$ cat src/rtl/command_credit_control_pkg.sv
// Shared types and defaults for the PSL command credit/tag issue stage.
package command_credit_control_pkg;

  localparam int unsigned NUM_TAGS_DEFAULT    = 32;
  localparam int unsigned TAG_WIDTH_DEFAULT   = 8;
  localparam int unsigned CROOM_WIDTH_DEFAULT = 8;

  localparam int unsigned CODE_W = 13;
  localparam int unsigned ADDR_W = 64;
  localparam int unsigned SIZE_W = 12;

  typedef enum logic [1:0] {
    IDLE  = 2'd0,
    LOAD  = 2'd1,
    RUN   = 2'd2,
    DRAIN = 2'd3
  } credit_state_e;

  typedef logic [TAG_WIDTH_DEFAULT-1:0] tag_t;

  typedef struct packed {
    logic [CODE_W-1:0] code;
    logic [ADDR_W-1:0] address;
    logic [SIZE_W-1:0] size;
  } cmd_payload_t;

endpackage

$ cat src/rtl/command_credit_control_tag_allocator.sv
// Tag in-use bitmap with lowest-free allocation and in-use lookup.
module command_credit_control_tag_allocator
  import command_credit_control_pkg::*;
#(
  parameter int unsigned NUM_TAGS  = NUM_TAGS_DEFAULT,
  parameter int unsigned TAG_WIDTH = TAG_WIDTH_DEFAULT
) (
  input  logic                 clock,
  input  logic                 rstn,
  input  logic                 alloc_in,
  output logic [TAG_WIDTH-1:0] alloc_tag_c,
  output logic                 any_free_c,
  input  logic                 free_in,
  input  logic [TAG_WIDTH-1:0] free_tag_in,
  input  logic [TAG_WIDTH-1:0] lookup_tag_in,
  output logic                 in_use_c
);

  localparam int unsigned IDX_W = (NUM_TAGS > 1) ? $clog2(NUM_TAGS) : 1;

  logic [NUM_TAGS-1:0] used_q;
  logic [NUM_TAGS-1:0] used_d;
  logic [IDX_W-1:0]    lowest_idx;
  logic [IDX_W-1:0]    free_idx;
  logic [IDX_W-1:0]    lookup_idx;

  // Lowest-numbered free tag; scanning downward lets the smallest index win.
  always_comb begin
    lowest_idx = '0;
    for (int i = int'(NUM_TAGS) - 1; i >= 0; i--) begin
      if (!used_q[i]) lowest_idx = IDX_W'(i);
    end
  end

  assign alloc_tag_c = TAG_WIDTH'(lowest_idx);
  assign any_free_c  = ~(&used_q);
  assign free_idx    = IDX_W'(free_tag_in);
  assign lookup_idx  = IDX_W'(lookup_tag_in);
  assign in_use_c    = (32'(lookup_tag_in) < NUM_TAGS) && used_q[lookup_idx];

  // Bitmap update; alloc and free never target the same tag in one cycle.
  always_comb begin
    used_d = used_q;
    if (alloc_in) used_d[lowest_idx] = 1'b1;
    if (free_in)  used_d[free_idx]   = 1'b0;
  end

  // Bitmap register.
  always_ff @(posedge clock or negedge rstn) begin
    if (!rstn) used_q <= '0;
    else       used_q <= used_d;
  end

endmodule

$ cat src/rtl/command_credit_control.sv
// PSL command issue stage: croom credit gating, tag allocation, response retirement.
module command_credit_control
  import command_credit_control_pkg::*;
#(
  parameter int unsigned NUM_TAGS    = NUM_TAGS_DEFAULT,
  parameter int unsigned TAG_WIDTH   = TAG_WIDTH_DEFAULT,
  parameter int unsigned CROOM_WIDTH = CROOM_WIDTH_DEFAULT
) (
  input  logic                   clock,
  input  logic                   rstn,
  input  logic                   enabled_in,
  input  logic [CROOM_WIDTH-1:0] croom_in,
  input  logic                   cmd_valid_in,
  output logic                   cmd_ready_out,
  input  logic [CODE_W-1:0]      cmd_code_in,
  input  logic [ADDR_W-1:0]      cmd_address_in,
  input  logic [SIZE_W-1:0]      cmd_size_in,
  output logic                   cmd_valid_out,
  output logic [TAG_WIDTH-1:0]   cmd_tag_out,
  output logic [CODE_W-1:0]      cmd_code_out,
  output logic [ADDR_W-1:0]      cmd_address_out,
  output logic [SIZE_W-1:0]      cmd_size_out,
  input  logic                   response_valid_in,
  input  logic [TAG_WIDTH-1:0]   response_tag_in,
  output logic [CROOM_WIDTH-1:0] credits_out,
  output logic [TAG_WIDTH:0]     outstanding_out,
  output logic                   tag_error_out,
  output logic                   credit_error_out,
  output logic                   drained_out
);

  localparam int unsigned OUT_W = TAG_WIDTH + 1;

  credit_state_e          state_q, state_d;
  logic [CROOM_WIDTH-1:0] credits_q, credits_d;
  logic [CROOM_WIDTH-1:0] loaded_q, loaded_d;
  logic [OUT_W-1:0]       outstanding_q, outstanding_d;
  logic                   tag_err_q, tag_err_d;
  logic                   credit_err_q, credit_err_d;
  logic                   drained_q, drained_d;
  logic                   cmd_valid_q, cmd_valid_d;
  logic [TAG_WIDTH-1:0]   cmd_tag_q, cmd_tag_d;
  cmd_payload_t           payload_q, payload_d;

  logic                   load_c;
  logic                   load_zero_c;
  logic                   credit_over_c;
  logic                   issue_c;
  logic                   resp_hit_c;
  logic [TAG_WIDTH-1:0]   alloc_tag_c;
  logic                   any_free_c;
  logic                   in_use_c;

  command_credit_control_tag_allocator #(
    .NUM_TAGS  (NUM_TAGS),
    .TAG_WIDTH (TAG_WIDTH)
  ) u_tag_allocator (
    .clock         (clock),
    .rstn          (rstn),
    .alloc_in      (issue_c),
    .alloc_tag_c   (alloc_tag_c),
    .any_free_c    (any_free_c),
    .free_in       (resp_hit_c),
    .free_tag_in   (response_tag_in),
    .lookup_tag_in (response_tag_in),
    .in_use_c      (in_use_c)
  );

  assign cmd_ready_out = (state_q == RUN) && (credits_q != '0) && any_free_c;
  assign issue_c       = cmd_valid_in && cmd_ready_out;
  assign resp_hit_c    = response_valid_in && in_use_c;

  // Next-state logic: job start, croom load, issue, drain on job end.
  always_comb begin
    state_d     = state_q;
    drained_d   = 1'b0;
    load_c      = 1'b0;
    load_zero_c = 1'b0;
    case (state_q)
      IDLE: begin
        if (enabled_in) state_d = LOAD;
      end
      LOAD: begin
        if (!enabled_in) begin
          state_d = IDLE;
        end else if (croom_in == '0) begin
          load_zero_c = 1'b1;
        end else begin
          load_c  = 1'b1;
          state_d = RUN;
        end
      end
      RUN: begin
        if (!enabled_in) state_d = DRAIN;
      end
      DRAIN: begin
        if (outstanding_q == '0) begin
          drained_d = 1'b1;
          state_d   = IDLE;
        end
      end
      default: state_d = IDLE;
    endcase
  end

  // Credit/outstanding accounting; issue and retire in the same cycle cancel out.
  always_comb begin
    credits_d     = credits_q;
    loaded_d      = loaded_q;
    outstanding_d = outstanding_q;
    credit_over_c = 1'b0;
    case ({issue_c, resp_hit_c})
      2'b10: begin
        credits_d     = credits_q - CROOM_WIDTH'(1);
        outstanding_d = outstanding_q + OUT_W'(1);
      end
      2'b01: begin
        outstanding_d = outstanding_q - OUT_W'(1);
        if (credits_q >= loaded_q) begin
          credit_over_c = 1'b1;
          credits_d     = loaded_q;
        end else begin
          credits_d = credits_q + CROOM_WIDTH'(1);
        end
      end
      default: ;
    endcase
    if (load_c) begin
      credits_d = croom_in;
      loaded_d  = croom_in;
    end
    tag_err_d    = tag_err_q || (response_valid_in && !in_use_c);
    credit_err_d = credit_err_q || load_zero_c || credit_over_c;
  end

  // Command output stage: one-cycle pulse carrying the issued payload and tag.
  always_comb begin
    cmd_valid_d = issue_c;
    cmd_tag_d   = cmd_tag_q;
    payload_d   = payload_q;
    if (issue_c) begin
      cmd_tag_d         = alloc_tag_c;
      payload_d.code    = cmd_code_in;
      payload_d.address = cmd_address_in;
      payload_d.size    = cmd_size_in;
    end
  end

  // State and output registers.
  always_ff @(posedge clock or negedge rstn) begin
    if (!rstn) begin
      state_q       <= IDLE;
      credits_q     <= '0;
      loaded_q      <= '0;
      outstanding_q <= '0;
      tag_err_q     <= 1'b0;
      credit_err_q  <= 1'b0;
      drained_q     <= 1'b0;
      cmd_valid_q   <= 1'b0;
      cmd_tag_q     <= '0;
      payload_q     <= '0;
    end else begin
      state_q       <= state_d;
      credits_q     <= credits_d;
      loaded_q      <= loaded_d;
      outstanding_q <= outstanding_d;
      tag_err_q     <= tag_err_d;
      credit_err_q  <= credit_err_d;
      drained_q     <= drained_d;
      cmd_valid_q   <= cmd_valid_d;
      cmd_tag_q     <= cmd_tag_d;
      payload_q     <= payload_d;
    end
  end

  assign cmd_valid_out    = cmd_valid_q;
  assign cmd_tag_out      = cmd_tag_q;
  assign cmd_code_out     = payload_q.code;
  assign cmd_address_out  = payload_q.address;
  assign cmd_size_out     = payload_q.size;
  assign credits_out      = credits_q;
  assign outstanding_out  = outstanding_q;
  assign tag_error_out    = tag_err_q;
  assign credit_error_out = credit_err_q;
  assign drained_out      = drained_q;

endmodule

$ cat config.mk
export PLATFORM = sky130hd
export DESIGN_NAME = command_credit_control
export DESIGN_NICKNAME = d
export VERILOG_FILES = /design/src/rtl/command_credit_control_pkg.sv /design/src/rtl/command_credit_control_tag_allocator.sv /design/src/rtl/command_credit_control.sv
export SDC_FILE = /design/constraint.sdc
export NUM_CORES = 1
export LEC_CHECK = 0
export CORE_MARGIN = 5
export CORE_UTILIZATION = 49
export DETAILED_ROUTE_END_ITERATION = 10
export HOLD_SLACK_MARGIN = 0.15
export PLACE_DENSITY = 0.85
export SETUP_SLACK_MARGIN = 0.05
export SLEW_MARGIN = 20
export SYNTH_ARGS = -nofsm -noshare
export SYNTH_HDL_FRONTEND = slang
export SYNTH_SLANG_ARGS = --single-unit
export TNS_END_PERCENT = 1
$ cat constraint.sdc
create_clock -name clock -period 4.3 [get_ports clock]
set_input_delay 0.86 -clock clock [delete_from_list [all_inputs] [get_ports clock]]
set_output_delay 0.86 -clock clock [all_outputs]
set_load 0.05 [all_outputs]
# Word-level counts from Yosys, hierarchy flattened
# Index checks and enable logic that the tools add are counted.
classes:
  n_addsub: 4
  order_cmp: 6
  eq_ne: 9
  muxes: 60
  bitwise: 4
  reduce_logical: 20
op_table:
  columns: ["cell", "n"]
  rows:
  - ["$mux 5", 32]
  - ["$mux 32", 2]
  - ["$and 32x32->32", 1]
  - ["$not 32->32", 1]
  - ["$or 32x32->32", 1]
  - ["$reduce_and 32->1", 1]
  - ["$pmux 9 s2", 1]
  - ["$mux 8", 2]
  - ["$pmux 8 s2", 1]
  - ["$mux 1", 13]
  - ["$lt 5x6->1 const B", 2]
  - ["$demux 1 s5", 2]
  - ["$ge 5x1->1 const B", 2]
  - ["$mux 2", 5]
  - ["$add 9x1->9 const B", 1]
  - ["$logic_not 9->1", 1]
  - ["$sub 9x1->9 const B", 1]
  - ["$add 8x1->8 const B", 1]
  - ["$ge 8x8->1", 1]
  - ["$logic_and 1x1->1", 8]
  - ["$logic_not 8->1", 1]
  - ["$lt 8x6->1 const B", 1]
  - ["$pmux 2 s4", 1]
  - ["$reduce_bool 8->1", 1]
  - ["13 further kinds", 20]
totals:
  register_bits: 157
  input_bits: 110
  out_inout_bits: 119
  elab_cells: 116

# Longest topological paths before layout
logic_depth:
  ltp_word: 40
  mapped_depth: 17
  mapped_depth_nobuf: 14

# Modules after synthesis
# A second synthesis with hierarchy kept.
unflattened:
  hier_cells: 717
  area_unflattened_um2: 8294.2
modules_own_cells:
  columns: ["module", "instances", "cells_per_inst", "area_per_inst_um2", "seq_area_each_um2"]
  rows:
  - ["command_credit_control", 1, 464, 5954.5, 3203.1]
  - ["command_credit_control_tag_allocator", 1, 253, 2339.7, 800.8]

# Worst setup path after synthesis
# OpenSTA, ideal clock, no wires.
synth_timing:
  path_kind: "register to output"
  startpoint: "reg credits_q[0] (netlist: credits_out[0])"
  endpoint: "out cmd_ready_out"
  t_arrival_ns: 3.769
  required_ns: 3.440
  setup_slack_ns: -0.329
  stages_incl_launch_ff: 5
  n_path_buf: 0
  cell_sequence: "dfrtp_1 -> inv_1 -> ha_1 -> nor2b_1 -> a2111oi_0"
synth_via:
  elab_chain_cells: 3
synth_rtl:
  columns: ["item", "line_no", "text"]
  rows:
  - ["start: declaration", "command_credit_control.sv:35", "logic [CROOM_WIDTH-1:0] credits_q, credits_d;"]
  - ["start signal: assignment", "command_credit_control.sv:164", "credits_q <= credits_d;"]
  - ["$reduce_bool 8->1", "command_credit_control.sv:69", "assign cmd_ready_out = (state_q == RUN) && (credits_q != '0) && any_free_c;"]
  - ["$logic_and 1x1->1 (2 in series)", "command_credit_control.sv:69", null]
  - ["end: declaration", "command_credit_control.sv:14", "output logic cmd_ready_out,"]
# No other way between the ends.

# Worst setup path after layout
layout_timing:
  startpoint: "in response_tag_in[1]"
  endpoint: "reg outstanding_q[8] (netlist: outstanding_out[8])"
layout_via:
  elab_chain_cells: 6
  word_cells_on_any_way: 9
  cone_classes: "order compare: 1; eq/ne: 2; mux: 3; reduce/logical: 3"
layout_rtl:
  columns: ["item", "line_no", "text"]
  rows:
  - ["start: declaration", "command_credit_control.sv:24", "input logic [TAG_WIDTH-1:0] response_tag_in,"]
  - ["$bmux 1 s5", "command_credit_control_tag_allocator.sv:39", "assign in_use_c = (32'(lookup_tag_in) < NUM_TAGS) && used_q[lookup_idx];"]
  - ["$mux 1 (implied by the code)", "command_credit_control_tag_allocator.sv:39", null]
  - ["$logic_and 1x1->1 (*)", "command_credit_control_tag_allocator.sv:39", null]
  - ["$logic_and 1x1->1 (*)", "command_credit_control.sv:71", "assign resp_hit_c = response_valid_in && in_use_c;"]
  - ["$eq 2x1->1 / $eq 2x2->1 (equally long branches)", "command_credit_control.sv:112", "case ({issue_c, resp_hit_c})"]
  - ["$pmux 9 s2 / $reduce_bool 2->1 (equally long branches)", null, null]
  - ["end signal: assignment", "command_credit_control.sv:166", "outstanding_q <= outstanding_d;"]
  - ["end: declaration", "command_credit_control.sv:37", "logic [OUT_W-1:0] outstanding_q, outstanding_d;"]
# Every way passes the cells marked *; elsewhere a longest branch is shown, timed or not. The select of a mux whose other input is x is not followed.
# A chain may end at the register's enable or synchronous reset.

==> impl_metrics.env <==
export IMPL_core_um2=16500
export IMPL_yosysWarnings=0
export IMPL_cts_sinks=157
export IMPL_finalInstanceArea_um2=11500
export IMPL_n_fill_cell=1182
export IMPL_postRouteAntennaNets=0
export IMPL_hpwl_um=17200
export IMPL_ys_seq_area_share_pct=47.9
export IMPL_synth_area_mux_share_pct=18.3
export IMPL_fin_skew_ns=0.0155
export IMPL_crit_type="input pin to register"
export IMPL_nets=1094
export IMPL_status="finished clean"
export IMPL_drc=0
export IMPL_synthXorXnorAreaFrac_pct=1.81
export IMPL_grt_pass1_vias=6739
export IMPL_cts_root_buffer="clkbuf_16"
export IMPL_grt_max_degree=97
export IMPL_finalSetupViolCount=0
export IMPL_ys_flop_type="dfrtp_1"
export IMPL_synth_area_um2=8210
export IMPL_post_cts_buffers=0
export IMPL_arrival_ns=4.33
export IMPL_path_clk_slew_ns=0.07
export IMPL_drt_total_wl_um=23800
export IMPL_post_place_ws_ns=-0.581
export IMPL_multi_input_area_um2=3960
export IMPL_clockBufferDepth=2
export IMPL_io_pins=229
export IMPL_drt_iter0_drc=621
export IMPL_synth_seq_cells=157
export IMPL_path_cells="dlygate4sd2_1 > mux4_2 > mux4_2 > and2_1 > a31oi_2 > nor2b_1 > ha_2 > buf_4 > ha_1 > or3_1 > o211a_1 > o21a_1 > o31ai_1"
export IMPL_die_area_um2=19400
export IMPL_syn_area_per_cell_um2=11.5
export IMPL_placed_area_um2=10800
export IMPL_drive_gt1_share_pct=19.9
export IMPL_final_hold_viol_count=0
export IMPL_final_min_clock_period_ns=3.99
export IMPL_synth_area_leaders="dfrtp_1 48%, mux2_4 10%, mux2_2 5.2%, ha_1 3.0%, nand2_1 2.7%"
export IMPL_fin_setup_tns_ns=0
export IMPL_p_leak_nw=4.82
export IMPL_areaGrowthSynthToFinish_pct=39.7
export IMPL_crit_family="multiplexers"
export IMPL_grt_use_total_pct=24.1
export IMPL_io_buffers=225
export IMPL_overflow=0
export IMPL_maxCapViolations=0
export IMPL_worstMarginPinSlew_ns=0.916
export IMPL_seqCellArea_um2=3930
export IMPL_fmax_mhz=251
export IMPL_power_w=0.00928
export IMPL_synthAdderAreaFrac_pct=3.29
export IMPL_power_density_nw_per_um2=810
export IMPL_die_w_um=139
export IMPL_rsz0062_at_grt="no"
export IMPL_syn_inst=712
export IMPL_maxSlewHeadroom_pct=38.1
export IMPL_diodes=0
export IMPL_cp_slowest_stage_delay_ns=0.56
export IMPL_async_reset_ff_share_pct=100
export IMPL_cp_start_kind="input pin"
export IMPL_cp_common_cell="mux4_2"
export IMPL_clock_latency_ns=0.43
export IMPL_start_util_pct=49.7
export IMPL_htree_levels=4
export IMPL_synthDominantCellAreaShare_pct=47.9
export IMPL_cts_made_buffers=17
export IMPL_synth_compound_area_share_pct=12.2
export IMPL_dr_pass1_iters=5
export IMPL_slowest_stage="mux4_2"
export IMPL_layout_setup_ws_ns=0.309
export IMPL_synth_edf_count=0
export IMPL_grt_pass1_wl_um=37500
export IMPL_ir_drop_v=0.000483
export IMPL_holdWs_ns=0.485
export IMPL_required_ns=4.64
export IMPL_worstHoldPathType="register to register"
export IMPL_wl_per_cell_um=19.9
export IMPL_gp_congestion=1.01
export IMPL_synth_top_area_cell="dfrtp_1"
export IMPL_via_count=6826
export IMPL_vias_per_cell=5.71
export IMPL_rows=47
export IMPL_hold_buffers=0
export IMPL_cts_tree="built"
export IMPL_crit_fanout=11
export IMPL_antenna_found_initial=0
export IMPL_min_period_over_period_pct=92.8
export IMPL_synthSimpleGateAreaFrac_pct=11.8
export IMPL_synth_distinct_cells=71
export IMPL_path_buf_inv=2
export IMPL_cp_end_kind="register"
export IMPL_fp_dieH_um=139
export IMPL_finalMaxSlewViolations=0
export IMPL_synth_top_family_by_area="multiplexers"
==> report_power, final <==
part / internal, W / switching (W)
clock: 0.000870 / 0.000638
sequential: 0.00208 / 0.000448
combinational: 0.00207 / 0.00318
total: 0.00502 / 0.00426
==> stage by stage <==
step / utilization [%] / cells
finish: 69.4 / 1196
global route: 69.4 / 1196
CTS: 69.1 / 1196
detailed placement: 65.5 / 1164
global placement: 65.5 / 1164
floorplan: - / 714
==> final cells by class <==
type | instances | share of cell area [%]
tap | 220 | 2.40
sequential | 157 | 34.3
clock buffer | 19 | 3.77
multi-input combinational | 479 | 34.5
inverter | 46 | 1.53
timing repair buffer | 262 | 22.2
clock inverter | 13 | 1.33
==> state kept, by name, summed over array words and instances, names as in the netlist, named ones only <==
| name | cells |
|---|---|
| cmd_address_out | 64 |
| cmd_valid_out | 1 |
| drained_out | 1 |
| cmd_tag_out | 5 |
| cmd_size_out | 12 |
| u_tag_allocator.used_q | 32 |
| loaded_q | 8 |
| credit_error_out | 1 |
| credits_out | 8 |
| outstanding_out | 9 |
| tag_error_out | 1 |
| state_q | 1 |
| cmd_code_out | 13 |
==> kinds of logic after synthesis <==
group                    count (synthesis)
AND/OR/NAND/NOR                        180
flip-flops                             157
AO/OA/AOI/OAI                          149
multiplexers                           109
buffers and inverters                   78
adder cells (fa/ha/maj)                 21
XOR/XNOR                                17
other                                    1
==> layer usage <==
layer  vias to the layer above  global-route usage (%)  routed length, um
met4                         0                    8.70                642
met5                         -                       0                  0
met1                      3313                    30.9               9580
met3                        58                    5.76               1950
li1                       3088                       -                  -
met2                       367                    39.9              11600
==> synth_stat cells, types with 10 or more instances <==
cell,instances
nor2_1,23
nand2_1,58
o21ai_0,29
nand3_1,17
mux2_2,38
dfrtp_1,157
a21oi_1,34
xnor2_1,11
o22ai_1,22
clkbuf_1,13
nand4_1,10
inv_1,41
mux2_4,55
ha_1,20
==> placed cells by master, fill, tap and decap left out, drive strengths merged, types with 3 or more instances in the layout <==
master	n
clkdlybuf4s50	222
dfrtp	157
mux2	93
nand2	58
inv	53
buf	38
a21oi	34
o21ai	30
nor2	23
o22ai	22
ha	20
clkbuf	19
nand3	17
nand4	13
xnor2	11
nor3	9
nor2b	9
nand2b	9
mux2i	9
and2	7
mux4	7
o22a	7
a31oi	7
and3	6
o221ai	6
o31ai	6
xor2	6
nor4	6
nor3b	6
a21o	5
nor4b	4
o211ai	4
nand3b	3
or2	3
a211oi	3
conb	3
==> path summary, 6_finish.rpt <==
kind	startpoint	to	slack, ns	cells after the start
worst max-delay path	response_tag_in[1]	outstanding_out[8]$_DFFE_PN0P_	0.31	13
worst min-delay path	credit_error_out$_DFF_PN0_	credit_error_out$_DFF_PN0_	0.48	1
worst max register to register	u_tag_allocator.used_q[0]$_DFF_PN0_	outstanding_out[8]$_DFFE_PN0P_	0.62	12
worst min register to register	credit_error_out$_DFF_PN0_	credit_error_out$_DFF_PN0_	0.48	1
max in group asynchronous	rstn	u_tag_allocator.used_q[17]$_DFF_PN0_	2.80	2
min in group asynchronous	rstn	cmd_address_out[26]$_DFFE_PN0P_	0.50	1
==> timing repair <==
item | 4_1_cts | 5_1_grt
pin swaps | 0 | 3
resized for setup | 2 | 15
setup endpoints to repair | 4 | 4
(Power assumes the default switching activity.)
